<file path="src/rtl/uart_message_sender.sv">
// Streams a DEPTH-byte message buffer into uart_tx via its ready/clock-enable
// handshake, one-shot or periodically with a programmable inter-message gap.
module uart_message_sender #(
  parameter int DEPTH       = 16,
  parameter int GAP_WIDTH   = 24,
  parameter int DEFAULT_GAP = 12000000,
  localparam int AW         = $clog2(DEPTH)
) (
  input  logic                 clock,
  input  logic                 reset,
  input  logic                 wr_en,
  input  logic [AW-1:0]        wr_addr,
  input  logic [7:0]           wr_data,
  input  logic [AW:0]          msg_len,
  input  logic [GAP_WIDTH-1:0] gap_cycles,
  input  logic                 repeat_mode,
  input  logic                 start,
  input  logic                 abort,
  input  logic                 uart_ready,
  output logic [7:0]           uart_data,
  output logic                 uart_clock_enable,
  output logic                 busy,
  output logic                 msg_done
);

  typedef enum logic [2:0] {IDLE, FETCH, OFFER, WAIT_BUSY, WAIT_DONE, GAP} state_t;

  localparam logic [AW:0] LEN_ONE = (AW+1)'(1);

  state_t               state;
  logic [7:0]           mem [DEPTH];
  logic [AW-1:0]        idx;
  logic [AW:0]          len_q;
  logic [GAP_WIDTH-1:0] gap_q, gap_cnt;
  logic [1:0]           wb_cnt;
  logic                 restrobed, abort_q;
  logic                 last_byte;

  assign last_byte = ({1'b0, idx} == len_q - LEN_ONE);

  // Host writes only land while no byte is being fetched or handed off.
  always_ff @(posedge clock)
    if (wr_en && (state == IDLE || state == GAP)) mem[wr_addr] <= wr_data;

  always_ff @(posedge clock or negedge reset) begin
    if (!reset) begin
      state             <= IDLE;
      uart_data         <= '0;
      uart_clock_enable <= 1'b0;
      busy              <= 1'b0;
      msg_done          <= 1'b0;
      idx               <= '0;
      len_q             <= '0;
      gap_q             <= GAP_WIDTH'(DEFAULT_GAP);
      gap_cnt           <= '0;
      wb_cnt            <= '0;
      restrobed         <= 1'b0;
      abort_q           <= 1'b0;
    end else begin
      uart_clock_enable <= 1'b0;
      msg_done          <= 1'b0;
      case (state)
        IDLE: begin
          abort_q <= 1'b0;
          if (start && !abort && msg_len != '0) begin
            len_q <= msg_len;
            idx   <= '0;
            busy  <= 1'b1;
            state <= FETCH;
          end
        end
        FETCH:
          if (abort) begin
            busy  <= 1'b0;
            state <= IDLE;
          end else begin
            uart_data <= mem[idx];
            state     <= OFFER;
          end
        OFFER:
          if (abort) begin
            busy  <= 1'b0;
            state <= IDLE;
          end else if (uart_ready) begin
            uart_clock_enable <= 1'b1;
            wb_cnt            <= '0;
            restrobed         <= 1'b0;
            state             <= WAIT_BUSY;
          end
        WAIT_BUSY: begin
          if (abort) abort_q <= 1'b1;
          // A strobe uart_tx missed gets exactly one retry after 4 ready cycles.
          if (!uart_ready) state <= WAIT_DONE;
          else if (wb_cnt == 2'd3 && !restrobed) begin
            uart_clock_enable <= 1'b1;
            restrobed         <= 1'b1;
          end else if (wb_cnt != 2'd3) wb_cnt <= wb_cnt + 2'd1;
        end
        WAIT_DONE:
          if (uart_ready) begin
            if (abort_q || abort) begin
              busy  <= 1'b0;
              state <= IDLE;
            end else if (last_byte) begin
              msg_done <= 1'b1;
              if (repeat_mode) begin
                gap_q   <= gap_cycles;
                gap_cnt <= '0;
                state   <= GAP;
              end else begin
                busy  <= 1'b0;
                state <= IDLE;
              end
            end else begin
              idx   <= idx + AW'(1);
              state <= FETCH;
            end
          end else if (abort) abort_q <= 1'b1;
        GAP:
          // Counting up to gap_q spends the same gap_q+1 cycles as a down-count.
          if (abort) begin
            busy  <= 1'b0;
            state <= IDLE;
          end else if (gap_cnt == gap_q) begin
            if (msg_len == '0) begin
              busy  <= 1'b0;
              state <= IDLE;
            end else begin
              len_q <= msg_len;
              idx   <= '0;
              state <= FETCH;
            end
          end else gap_cnt <= gap_cnt + GAP_WIDTH'(1);
        default: state <= IDLE;
      endcase
    end
  end

endmodule

</file>
<file path="config.mk">
export PLATFORM = sky130hd
export DESIGN_NAME = uart_message_sender
export DESIGN_NICKNAME = d
export VERILOG_FILES = /design/src/rtl/uart_message_sender.sv
export SDC_FILE = /design/constraint.sdc
export NUM_CORES = 1
export LEC_CHECK = 0
export CAP_MARGIN = 20
export CORE_UTILIZATION = 45
export CTS_CLUSTER_SIZE = 12
export DETAILED_ROUTE_END_ITERATION = 8
export MAX_ROUTING_LAYER = met4
export PLACE_DENSITY_LB_ADDON = 0.08
export SETUP_SLACK_MARGIN = 0.02
export SYNTH_ARGS = -nofsm -noshare
export SYNTH_HDL_FRONTEND = slang
export SYNTH_SLANG_ARGS = --single-unit
export TNS_END_PERCENT = 30
</file>
<file path="constraint.sdc">
create_clock -name clock -period 2.99 [get_ports clock]
set_input_delay 0.4485 -clock clock [delete_from_list [all_inputs] [get_ports clock]]
set_output_delay 0.4485 -clock clock [all_outputs]
set_load 0.02 [all_outputs]
</file>
* Yosys cells after proc, flatten, opt, wreduce, memory -nomap -nowiden
Memories as Yosys holds them, arrays and structs flattened. A register that Yosys moved wholly into a read port is not among the register bits.
Cells that the tools add are included.
** Storage, ports and cells
- Register bits after elaboration :: 67
- Memory bits (writable) :: 128
- Input bits :: 48
- Word-level logic and storage cells :: 148
- Memories kept :: 1
** Memory list
- mem :: words 16, width 8, rd ports 1, clocked after memory_dff 1, write ports 1, line 31 : logic [7:0] mem [DEPTH];
** Operators by class
- Add/subtract/negate cells :: 4
- Eq/ne operators :: 33
- Muxes and demuxes :: 68
- Bitwise operators :: 2
- Reductions and logical operators :: 29
** Operators with widths (number)
- $mux W24 :: 6
- $pmux W24 S2 :: 1
- $ne A2 B2 Y1 const B :: 17
- $mux W3 :: 10
- $mux W4 :: 7
- $mux W1 :: 26
- $add A24 B1 Y24 const B :: 1
- $eq A24 B24 Y1 :: 1
- $mux W5 :: 4
- $reduce_and A5 Y1 :: 4
- $pmux W3 S6 :: 1
- $reduce_and A8 Y1 :: 2
- $mux W2 :: 6
- $pmux W4 S3 :: 1
- $pmux W5 S2 :: 1
- $ne A3 B3 Y1 const B :: 3
- $reduce_and A7 Y1 :: 1
- $eq A3 B2 Y1 const B :: 2
- $eq A3 B3 Y1 const B :: 2
- $ne A2 B1 Y1 const B :: 3
- $ne A3 B2 Y1 const B :: 2
- $reduce_and A6 Y1 :: 1
- $reduce_bool A2 Y1 :: 3
- $reduce_bool A3 Y1 :: 2
- other kinds (20) :: 29

* Logic depth before layout (Yosys ltp)
Gate-level depths: netlist of run 1.
- Depth in word-level cells :: 6
- Gate-level depth with buffers :: 10
- Mapped depth without buffers :: 8

* Worst setup path after synthesis of run 1
Ideal clock, no wire load.
- Kind :: reg-to-reg
- Start :: register state[2]
- End :: memory mem[0][0] (enable)
- Setup time :: 0.383 ns
- Data arrival time :: 2.131 ns
- Required time :: 2.607 ns
- Path slack :: 0.476 ns
- Stages on the path, launching flop included :: 7
- Cells stage by stage :: dfrtp_1 > clkbuf_1 > buf_1 > xnor2_1 > nand3_1 > or3_1 > nor3_1
** On the way
- Cells in the longest elaborated chain, start to end :: 5
- Elaborated cells on any way between the ends :: 6
- Those cells by class :: eq/ne: 1; mux: 2; reduce/logical: 3
** RTL lines
- start: declaration :: line 30 : state_t state;
- start signal: assignment :: line 47 : state <= IDLE;
- start signal: assignment :: line 69 : state <= FETCH;
- start signal: assignment :: line 75 : state <= IDLE;
- $eq A3 B3 Y1 or $logic_not A3 Y1 (tied branches) :: line 43 : if (wr_en && (state == IDLE || state == GAP)) mem[wr_addr] <= wr_data;
- $logic_or A1 B1 Y1 * :: line 43
- $logic_and A1 B1 Y1 * :: line 43
- $mux W1 * :: line 43
- $mux W1 (implied by the code) * :: line 43
- end: declaration :: line 31
Every way passes the cells marked *; elsewhere a longest branch is shown, timed or not.

* Worst setup path after layout of run 1
- Start :: register len_q[0]
- End :: register gap_cnt[16]
** On the way
- Cells in the longest elaborated chain, start to end :: 4
** RTL lines
- start: declaration :: line 33 : logic [AW:0] len_q;
- start signal: assignment :: line 66 : len_q <= msg_len;
- start signal: assignment :: line 129 : len_q <= msg_len;
- $sub A5 B1 Y5 :: line 39 : assign last_byte = ({1'b0, idx} == len_q - LEN_ONE);
- $eq A4 B5 Y1 :: line 39
- $ne A2 B2 Y1 (no source line)
- $reduce_and A7 Y1 (no source line)
- end signal: assignment :: line 133 : end else gap_cnt <= gap_cnt + GAP_WIDTH'(1);
- end: declaration :: line 34 : logic [GAP_WIDTH-1:0] gap_q, gap_cnt;
No other way between the ends.
A chain may end at the register's enable or synchronous reset.

==> impl_metrics.json, run 1 <==
{
  "final-seq-area_um2": 5730,
  "core_um2": 19700,
  "grt_use_total_pct": 21.8,
  "dp_slack_ns": 0.332,
  "hold_class": "input pin to flip-flop",
  "die_w_um": 145,
  "p_total_mw": 7.98,
  "crit_path_max_fanout": 18,
  "clock-root-buffer": "clkbuf_16",
  "tns_ns": 0,
  "dp_cells": 1001,
  "tightest_slew_ns": 0.620,
  "ctsResizeCount": 0,
  "fin_crit_sh_pct": 91.6,
  "cts_setup_buffers": 0,
  "firstDrtPassIters": 5,
  "clkSinkCount": 203,
  "die_area_um2": 21000,
  "ant_nets": 0,
  "synth_area_leaders": "edfxtp_1, dfrtp_1, mux4_2, nand2_1, dfstp_2",
  "p_leak_nw": 3.94,
  "powerDensity_nw_per_um2": 724,
  "grt_pass1_vias": 6209,
  "slew_violations": 0,
  "final_nets": 814,
  "antenna_cells": 0,
  "drt_iter0_drc": 451,
  "routed_via_density": 5.67,
  "arrival_ns": 3.15,
  "ir_worst_vdd_mv": 0.463,
  "max_freq_mhz": 365,
  "cts_hold_buf": 1,
  "numCtsBuffers": 23,
  "start_kind": "flip-flop",
  "fill_cells": 1617,
  "setup_viol": 0,
  "cts_max_level": 1,
  "fin_ws_ns": 0.251,
  "synth_area_per_cell_um2": 13.7,
  "synth.distinct_cells": 59,
  "syn_area_um2": 9190,
  "rsz0062_at_grt": "false",
  "die-height_um": 145,
  "holdWs_ns": 0.443,
  "post-route-min-period_ns": 2.74,
  "cts_tree": "done",
  "yosys_warnings": 0,
  "skew_ns": 0.00608,
  "path_clk_slew_ns": 0.06,
  "grt_first_pass_wirelength_um": 34800,
  "routed_wl_um": 21200,
  "syn-num-nets": 723,
  "worst_skew_pair.late_latency_ns": 0.52,
  "synth_cells": 671,
  "syn_to_final_growth_pct": 19.9,
  "ys_async_sr_fraction_pct": 36.9,
  "overflow": 0,
  "gp_congestion": 0.931,
  "end_kind": "flip-flop",
  "rows": 51,
  "status": "completed",
  "io_pins": 59,
  "yosysTopAreaCell": "edfxtp_1",
  "yosysSeqAreaShare_pct": 62.4,
  "drive_gt1_share_pct": 21.2,
  "drc": 0,
  "fin_cells": 1044,
  "start_util_pct": 46.6,
  "synth_top_area_share_pct": 41.8,
  "drv_cap": 0,
  "synth-edff-count": 128,
  "vias": 5922,
  "antenna_found_initial": 0,
  "dpl.hpwl_um": 14500,
  "cts_buffer_depth": 3,
  "ys_dominant_reg_cell": "edfxtp_1",
  "path_class": "flip-flop to flip-flop",
  "multi_input_area_um2": 3260,
  "hold_violations": 0,
  "worstPathRequired_ns": 3.40,
  "slew_headroom_pct": 58.5,
  "port_buffers": 58,
  "grt_max_degree": 44,
  "wl_per_cell_um": 20.3,
  "ys_ff_latch": 203
}
[final timing paths]
path | start | endpoint | slack (ns) | depth (start not counted)
max | len_q[0] | gap_cnt[16] | 0.25 | 9
min | gap_cycles[23] | gap_q[23] | 0.44 | 3
max reg2reg | len_q[0] | gap_cnt[16] | 0.25 | 9
min reg2reg | gap_q[23] | gap_q[23] | 0.47 | 2
max in group asynchronous | reset | gap_q[9] | 1.76 | 3
min in group asynchronous | reset | abort_q | 0.49 | 2
[logic make-up after synthesis]
kind of cell	count (synthesis)	share of synthesized area, %
xor gates and xnor gates	31	2.95
AOI/OAI and AO/OA	92	6.85
and+or+nand+nor	241	13.3
buffers and inverters	44	2.16
muxes	56	11.8
adders and majority gates	4	0.545
DFF	203	62.4
[registers in the layout, summed over array words and instances (netlist names)]
register / flops
mem: 128
gap_cnt: 24
gap_q: 24
uart_data: 8
len_q: 5
idx: 4
state: 3
wb_cnt: 2
abort_q: 1
busy: 1
msg_done: 1
restrobed: 1
uart_clock_enable: 1
[where the power goes]
group	internal (mW)	switching, mW
logic	0.865	0.906
registers	3.22	0.226
clock network	1.64	1.12
total	5.72	2.25
[synth_stat cells (all sizes together), types with 4 or more instances]
library cell / number
nor2: 33
nand3: 21
nand3b: 4
inv: 10
edfxtp: 128
o21ai: 17
and3: 8
nor2b: 4
clkbuf: 14
buf: 19
mux4: 40
and2: 4
mux2: 14
nor3: 10
dfrtp: 65
dfstp: 10
nand2b: 4
or4: 19
nor4: 7
nand2: 103
ha: 4
a21oi: 32
nand4: 15
o31ai: 21
xnor2: 28
[layer usage]
metal	up-vias	share of wire [%]	global-route usage [%]
met2	140	50	35.6
met1	3009	43	28.7
met5	-	0	-
met3	38	4.5	3.14
met4	0	2.4	5.59
li1	2735	-	-
[final cells by class]
class	instances	area share [%]
well taps	265	3.01
clock buffers	34	6.05
clock inverters	8	0.750
flip-flops and latches	203	52.1
inverters	11	0.375
repair buffers	99	8.18
multi-input cells	424	29.6
[layout by cell type (no fill, tap or decap), types with 14 or more instances in the layout]
cell and instances:
edfxtp_1 128, nand2_1 103, dfrtp_1 64, clkdlybuf4s50_1 57, buf_4 40, mux4_2 39, nor2_1 33, xnor2_1 28
a21oi_1 23, clkbuf_16 23, nand3_1 21, o31ai_1 20, o21ai_0 17, nand4_1 15, mux2_2 14
[stage by stage]
step / util [%] / instance area, µm²
2_1_floorplan: - / 9190
3_3_place_gp: 52.0 / 10300
3_5_place_dp: 52.0 / 10300
4_1_cts: 55.9 / 11000
5_1_grt: 55.9 / 11000
6_report: 55.9 / 11000
[critical path, cell delays in order, from the launching register on]
cell and delay, ns:
dfrtp_1 0.41, inv_1 0.08, ha_1 0.21, and4bb_1 0.21, a22oi_1 0.13, a211oi_1 0.57
nand2_1 0.24, nor4_4 0.24, buf_4 0.33, o21ba_2 0.21
(Power assumes the default switching activity.)
==> run 2, diff against run 1 <==
--- a/config.mk
+++ b/config.mk
@@ -9,9 +9,11 @@
 export CORE_UTILIZATION = 45
 export CTS_CLUSTER_SIZE = 12
 export DETAILED_ROUTE_END_ITERATION = 8
+export GPL_TIMING_DRIVEN = 1
 export MAX_ROUTING_LAYER = met4
 export PLACE_DENSITY_LB_ADDON = 0.08
 export SETUP_SLACK_MARGIN = 0.02
+export SKIP_CTS_REPAIR_TIMING = 1
 export SYNTH_ARGS = -nofsm -noshare
 export SYNTH_HDL_FRONTEND = slang
 export SYNTH_SLANG_ARGS = --single-unit
==> results of run 2 <==
The final DEF is identical to that of run 1; final timing and power are the same.
==> variant 1: new RTL, flow settings as in run 1 <==
Make the reset (`reset`) synchronous in one clocked block.
--- a/src/rtl/uart_message_sender.sv
+++ b/src/rtl/uart_message_sender.sv
@@ -44,3 +44,3 @@
 
-  always_ff @(posedge clock or negedge reset) begin
+  always_ff @(posedge clock) begin
     if (!reset) begin
Check against the original RTL: differs if reset is asserted again (counterexample within 4 cycles, from zero or initial values and one cycle with reset low); with reset held inactive, the same outputs for 4 cycles.
==> variant 1 against run 1 <==
- routed wire length shrank 13%
- sequential power down 7.6%
- power decreased by 14%
- utilization shrank 1.2 points
- critical endpoint is now gap_cnt[14]
- sequential cell count unchanged
- sequential share of layout area up 0.23 points
- area after synthesis down 6.6%
- synthesized cell count decreased by 1.6%
- cell area fell by 7.2%
- worst setup slack better by 0.065 ns
==> variant 1: results (changes against run 1) <==
DR WL/cell - 18.5 um (-8.7%)
Total track usage - 20.1% (-1.7 points)
Cts bufs inserted - 22 (-4.3%)
Ys async rst share - 0% (-37 points)
Sequential share of the synthesized area - 62.3% (-0.091 points)
Filler cells - 1580 (-2.3%)
Post-detail-place hpwl - 12600 um (-13%)
Unique cell type count in the Yosys netlist - 55 (-6.8%)
Portion of netlist area occupied by mux cells - 11.5% (-0.23 points)
Outcome - finished, final reports clean
Dpl ws - 0.177 ns (-0.155 ns)
Top cells by area, synth - edfxtp_1, dfxtp_1, mux4_2, nand2_1, a21oi_1
Max stage delay on crit path - 0.44 ns (-0.13 ns)
Mapped Nets - 712 (-1.5%)
Slowest cell on the critical path - or4_1
Cell family with most CP delay - simple AND/OR/NAND/NOR gates
Synth Area in Compound Gates - 6.81% (-0.039 points)
RePlAce Congestion - 0.869 (-6.6%)
Hold WC Path Type - reg2reg
Maximum VDD drop - 0.447 mV (-3.5%)
Leak pwr - 3.32 nW (-16%)
Nets - 795 (-2.3%)
Vias in the first global route - 5406 (-13%)
Crit path launch - len_q[0]
Final cell count without fillers - 990 (-5.2%)
Placed cells - 953 (-4.8%)
Hold_sp - uart_data[7]
DR vias - 5533 (-6.6%)
Clk_lat worst skew - 0.49 ns (-0.03 ns)
Met2 usage - 33.0% (-2.6 points)
Synth top area share - 44.8% (+3.0 points)
Area of placed instances - 0.00959 sq mm (-6.5%)
Worst Skew - 0.00718 ns (+0.00110 ns)
Crit path arrival time - 3.11 ns (-0.04 ns)
Largest net degree at the start of global routing - 36 (-18%)
Slew margin rel. - 49.0% (-9.5 points)
Instance count of the mapped netlist - 660 (-1.6%)
Layout cells sized above 1 - 14.8% (-6.4 points)
Post-Synth Adder-Cell Area - 0.583% (+0.039 points)
[variant 1: changes by cell type after synthesis, sizes merged, moves of 13 or more]
cell	change
nor2	+13
a21oi	+18
o31ai	-20
dfrtp	-65
or4	-16
dfxtp	+75
mux2	-14
or3	+15
nand2	-15
[variant 1: final timing paths]
| kind | end | slack, ns | depth (start not counted) |
|---|---|---|---|
| min | uart_data[7] | 0.46 | 2 |
| min reg2reg | uart_data[7] | 0.46 | 2 |
| max reg2reg | gap_cnt[14] | 0.32 | 10 |
| max | gap_cnt[14] | 0.32 | 10 |
[variant 1: worst min-delay path: stages, from the launching register on]
cell     delay (ns)
dfxtp_1        0.31
nand2_1        0.05
a21oi_1        0.05
[variant 1: final cells by class]
type / instances / area, sq um / area share (%)
Clock buffer: 30 / 591 / 5.77
Clock inverter: 7 / 45.0 / 0.440
Inverter: 12 / 45.0 / 0.440
Multi-Input combinational cell: 412 / 3050 / 29.8
Sequential cell: 203 / 5350 / 52.3
Tap cell: 234 / 293 / 2.86
Timing Repair Buffer: 92 / 861 / 8.42
[variant 1: cell families after synthesis]
kind of cell    Yosys count
compound gates           94
xor+xnor                 39
fa+ha+maj                 4
buf+inv                  45
flops                   203
mux                      49
simple gates            226
[variant 1: report_power, final]
| part | switching, mW | internal, mW | leakage (nW) |
|---|---|---|---|
| clock | 1.01 | 1.38 | 0.306 |
| combinational | 0.635 | 0.643 | 1.25 |
| sequential | 0.0946 | 3.08 | 1.76 |
| total | 1.74 | 5.10 | 3.32 |
[variant 1: layer usage]
metal | share of wire (%) | wire, um
met1 | 45 | 8270
met3 | 4.3 | 795
met4 | 1.8 | 324
met2 | 49 | 8970
met5 | 0 | 0
==> variant 2: new RTL, config.mk and constraints of run 1 <==
Without the edit above. Change the parameter `DEPTH` from 16 to 32.
--- a/src/rtl/uart_message_sender.sv
+++ b/src/rtl/uart_message_sender.sv
@@ -3,3 +3,3 @@
 module uart_message_sender #(
-  parameter int DEPTH       = 16,
+  parameter int DEPTH       = 32,
   parameter int GAP_WIDTH   = 24,
Interface: changed (resized msg_len and wr_addr); port bits go from 59 to 61. The function was not compared with the original's and may differ.
==> variant 2 against run 1 <==
- power is 52% higher
- cell area up 51%
- combinational power increased by 23%
- clock skew grew 0.0034 ns
- maximum frequency up 2.7%
- count of clock-buffer cells in the layout rose by 12
- routed wire length rose by 44%
- worst setup slack gained 0.071 ns
- sequential cell count rose by 130
- utilization down 1.4 points
- sequential power increased by 60%
- area after synthesis increased by 53%
- largest cell class unchanged
- largest power group unchanged
==> variant 2: results (changes against run 1) <==
Outcome - finished, final reports clean
Vias in the first global route - 8026 (+29%)
Sequential cell power - 5.51 mW (+60%)
Area of placed instances - 0.0154 sq mm (+51%)
Register share of the cell area - 57.8% (+5.8 points)
Top cells by area, synth - edfxtp_1, mux4_2, dfrtp_1, nand2_1, xnor2_1
Final wirelength - 30600 um (+44%)
Drt via density - 5.55 (-2.1%)
Hold WC Path Type - in2async
Crit-path max FO - 7 (-11)
Instance count of the mapped netlist - 875 (+30%)
Mapped Nets - 929 (+28%)
CTS root buf - clkbuf_16
Cts bufs inserted - 38 (+65%)
FF+latch area - 0.00963 sq mm (+68%)
Placed cells - 1351 (+35%)
Maximum VDD drop - 0.411 mV (-11%)
H-Tree Depth - 2 (+1)
CTS Sinks - 333 (+64%)
Leak pwr - 5.71 nW (+45%)
Ant. Diodes - 0 (unchanged)
Largest net degree at the start of global routing - 60 (+36%)
First-pass GRT wire length - 47700 um (+37%)
Yosys Warn Count - 0 (unchanged)
Signal buffers - 124 (+25%)
Overall Power - 12.2 mW (+52%)
Ys async rst share - 23.1% (-14 points)
Largest regs - mem: 256 flops, gap_cnt: 24 flops, gap_q: 24 flops
Post-detail-place hpwl - 20100 um (+38%)
CLK BUF - 46 (+35%)
Post-synth EDFFs - 256 (+100%)
Unique cell type count in the Yosys netlist - 60 (+1.7%)
Drt pass-1 iters - 5 (unchanged)
Multi-input gate share of total cell area - 24.9% (-4.7 points)
Clock Path Buffers - 3 (unchanged)
Total track usage - 20.7% (-1.1 points)
Nets - 1049 (+29%)
CTS clk-pin slew, worst paths - 0.06 ns (about the same)
Commonest cells post-synth - edfxtp_1, nand2_1, mux4_2, nor2_1, dfrtp_1
Post-CTS Repair Setup Buffers - 0 (unchanged)
Initial antenna violation count - 0 (unchanged)
Multi-In Gates - 482 (+14%)
Clk_lat worst skew - 0.52 ns (about the same)
Crit path arrival time - 3.13 ns (-0.02 ns)
Inverters - 16 (+5)
DR WL/cell - 21.6 um (+6.3%)
Port buffer count - 60 (+3.4%)
Sequential share of the synthesized area - 68.7% (+6.3 points)
Slew margin rel. - 47.0% (-11 points)
Row count - 64 (+25%)
RePlAce Congestion - 0.900 (-3.3%)
Layout clock area frac - 7.27% (+0.46 points)
DRT iter0 DRCs - 753 (+67%)
Dpl ws - 0.313 ns (-0.0185 ns)
Internal power - 8.99 mW (+57%)
Filler cells - 2449 (+51%)
Logic power comb - 2.17 mW (+23%)
Worst Skew - 0.00944 ns (+0.00336 ns)
Data buffer area share - 6.70% (-1.5 points)
Layout cells sized above 1 - 22.6% (+1.4 points)
variant 2: cell count changes after synthesis, sizes merged, moves of 11 or more:
cell,run 1,this run
edfxtp,128,256
nor2,33,80
mux4,40,80
or4,19,0
o31ai,21,4
a21oi,32,17
xnor2,28,42
clkbuf,14,25
variant 2: worst paths after layout:
| check | cells past startpoint | startpoint | to | slack [ns] |
|---|---|---|---|---|
| worst max register to register | 7 | gap_cnt[1] | idx[3] | 0.32 |
| min in group clock | 3 | gap_cycles[9] | gap_q[9] | 0.42 |
| worst max-delay path | 7 | gap_cnt[1] | idx[3] | 0.32 |
| max in group asynchronous | 2 | reset | gap_q[20] | 2.23 |
| worst min-delay path | 1 | reset | len_q[4] | 0.008 |
| worst min register to register | 2 | gap_q[17] | gap_q[17] | 0.47 |
variant 2: kinds of logic (layout without fill, tap and decap cells):
kind of cell / after synthesis / count (layout) / synth area share [%]
and+or+nand+nor: 259 / 259 / 8.31
muxes: 96 / 96 / 14.1
buffers and inverters: 60 / 206 / 1.87
DFF: 333 / 333 / 68.7
AOI/OAI and AO/OA: 75 / 75 / 3.68
adders and majority gates: 4 / 4 / 0.357
xor gates and xnor gates: 48 / 48 / 3.00
variant 2: routing by layer:
| layer | wire length, um | up-vias | part of all wire, % | track usage [%] |
|---|---|---|---|---|
| met5 | 0 | - | 0 | - |
| met1 | 14000 | 4033 | 46 | 29.0 |
| li1 | - | 3584 | - | - |
| met3 | 1400 | 44 | 4.6 | 3.41 |
| met2 | 14500 | 209 | 47 | 31.6 |
| met4 | 655 | 0 | 2.1 | 5.61 |
variant 2: critical path: stages (launching register included):
cell and delay (ns):
dfrtp_1 0.42, xnor2_1 0.23, nand4_1 0.14, nor4_2 0.64
a31oi_1 0.36, or3_1 0.40, or3_1 0.32, nand3_1 0.09
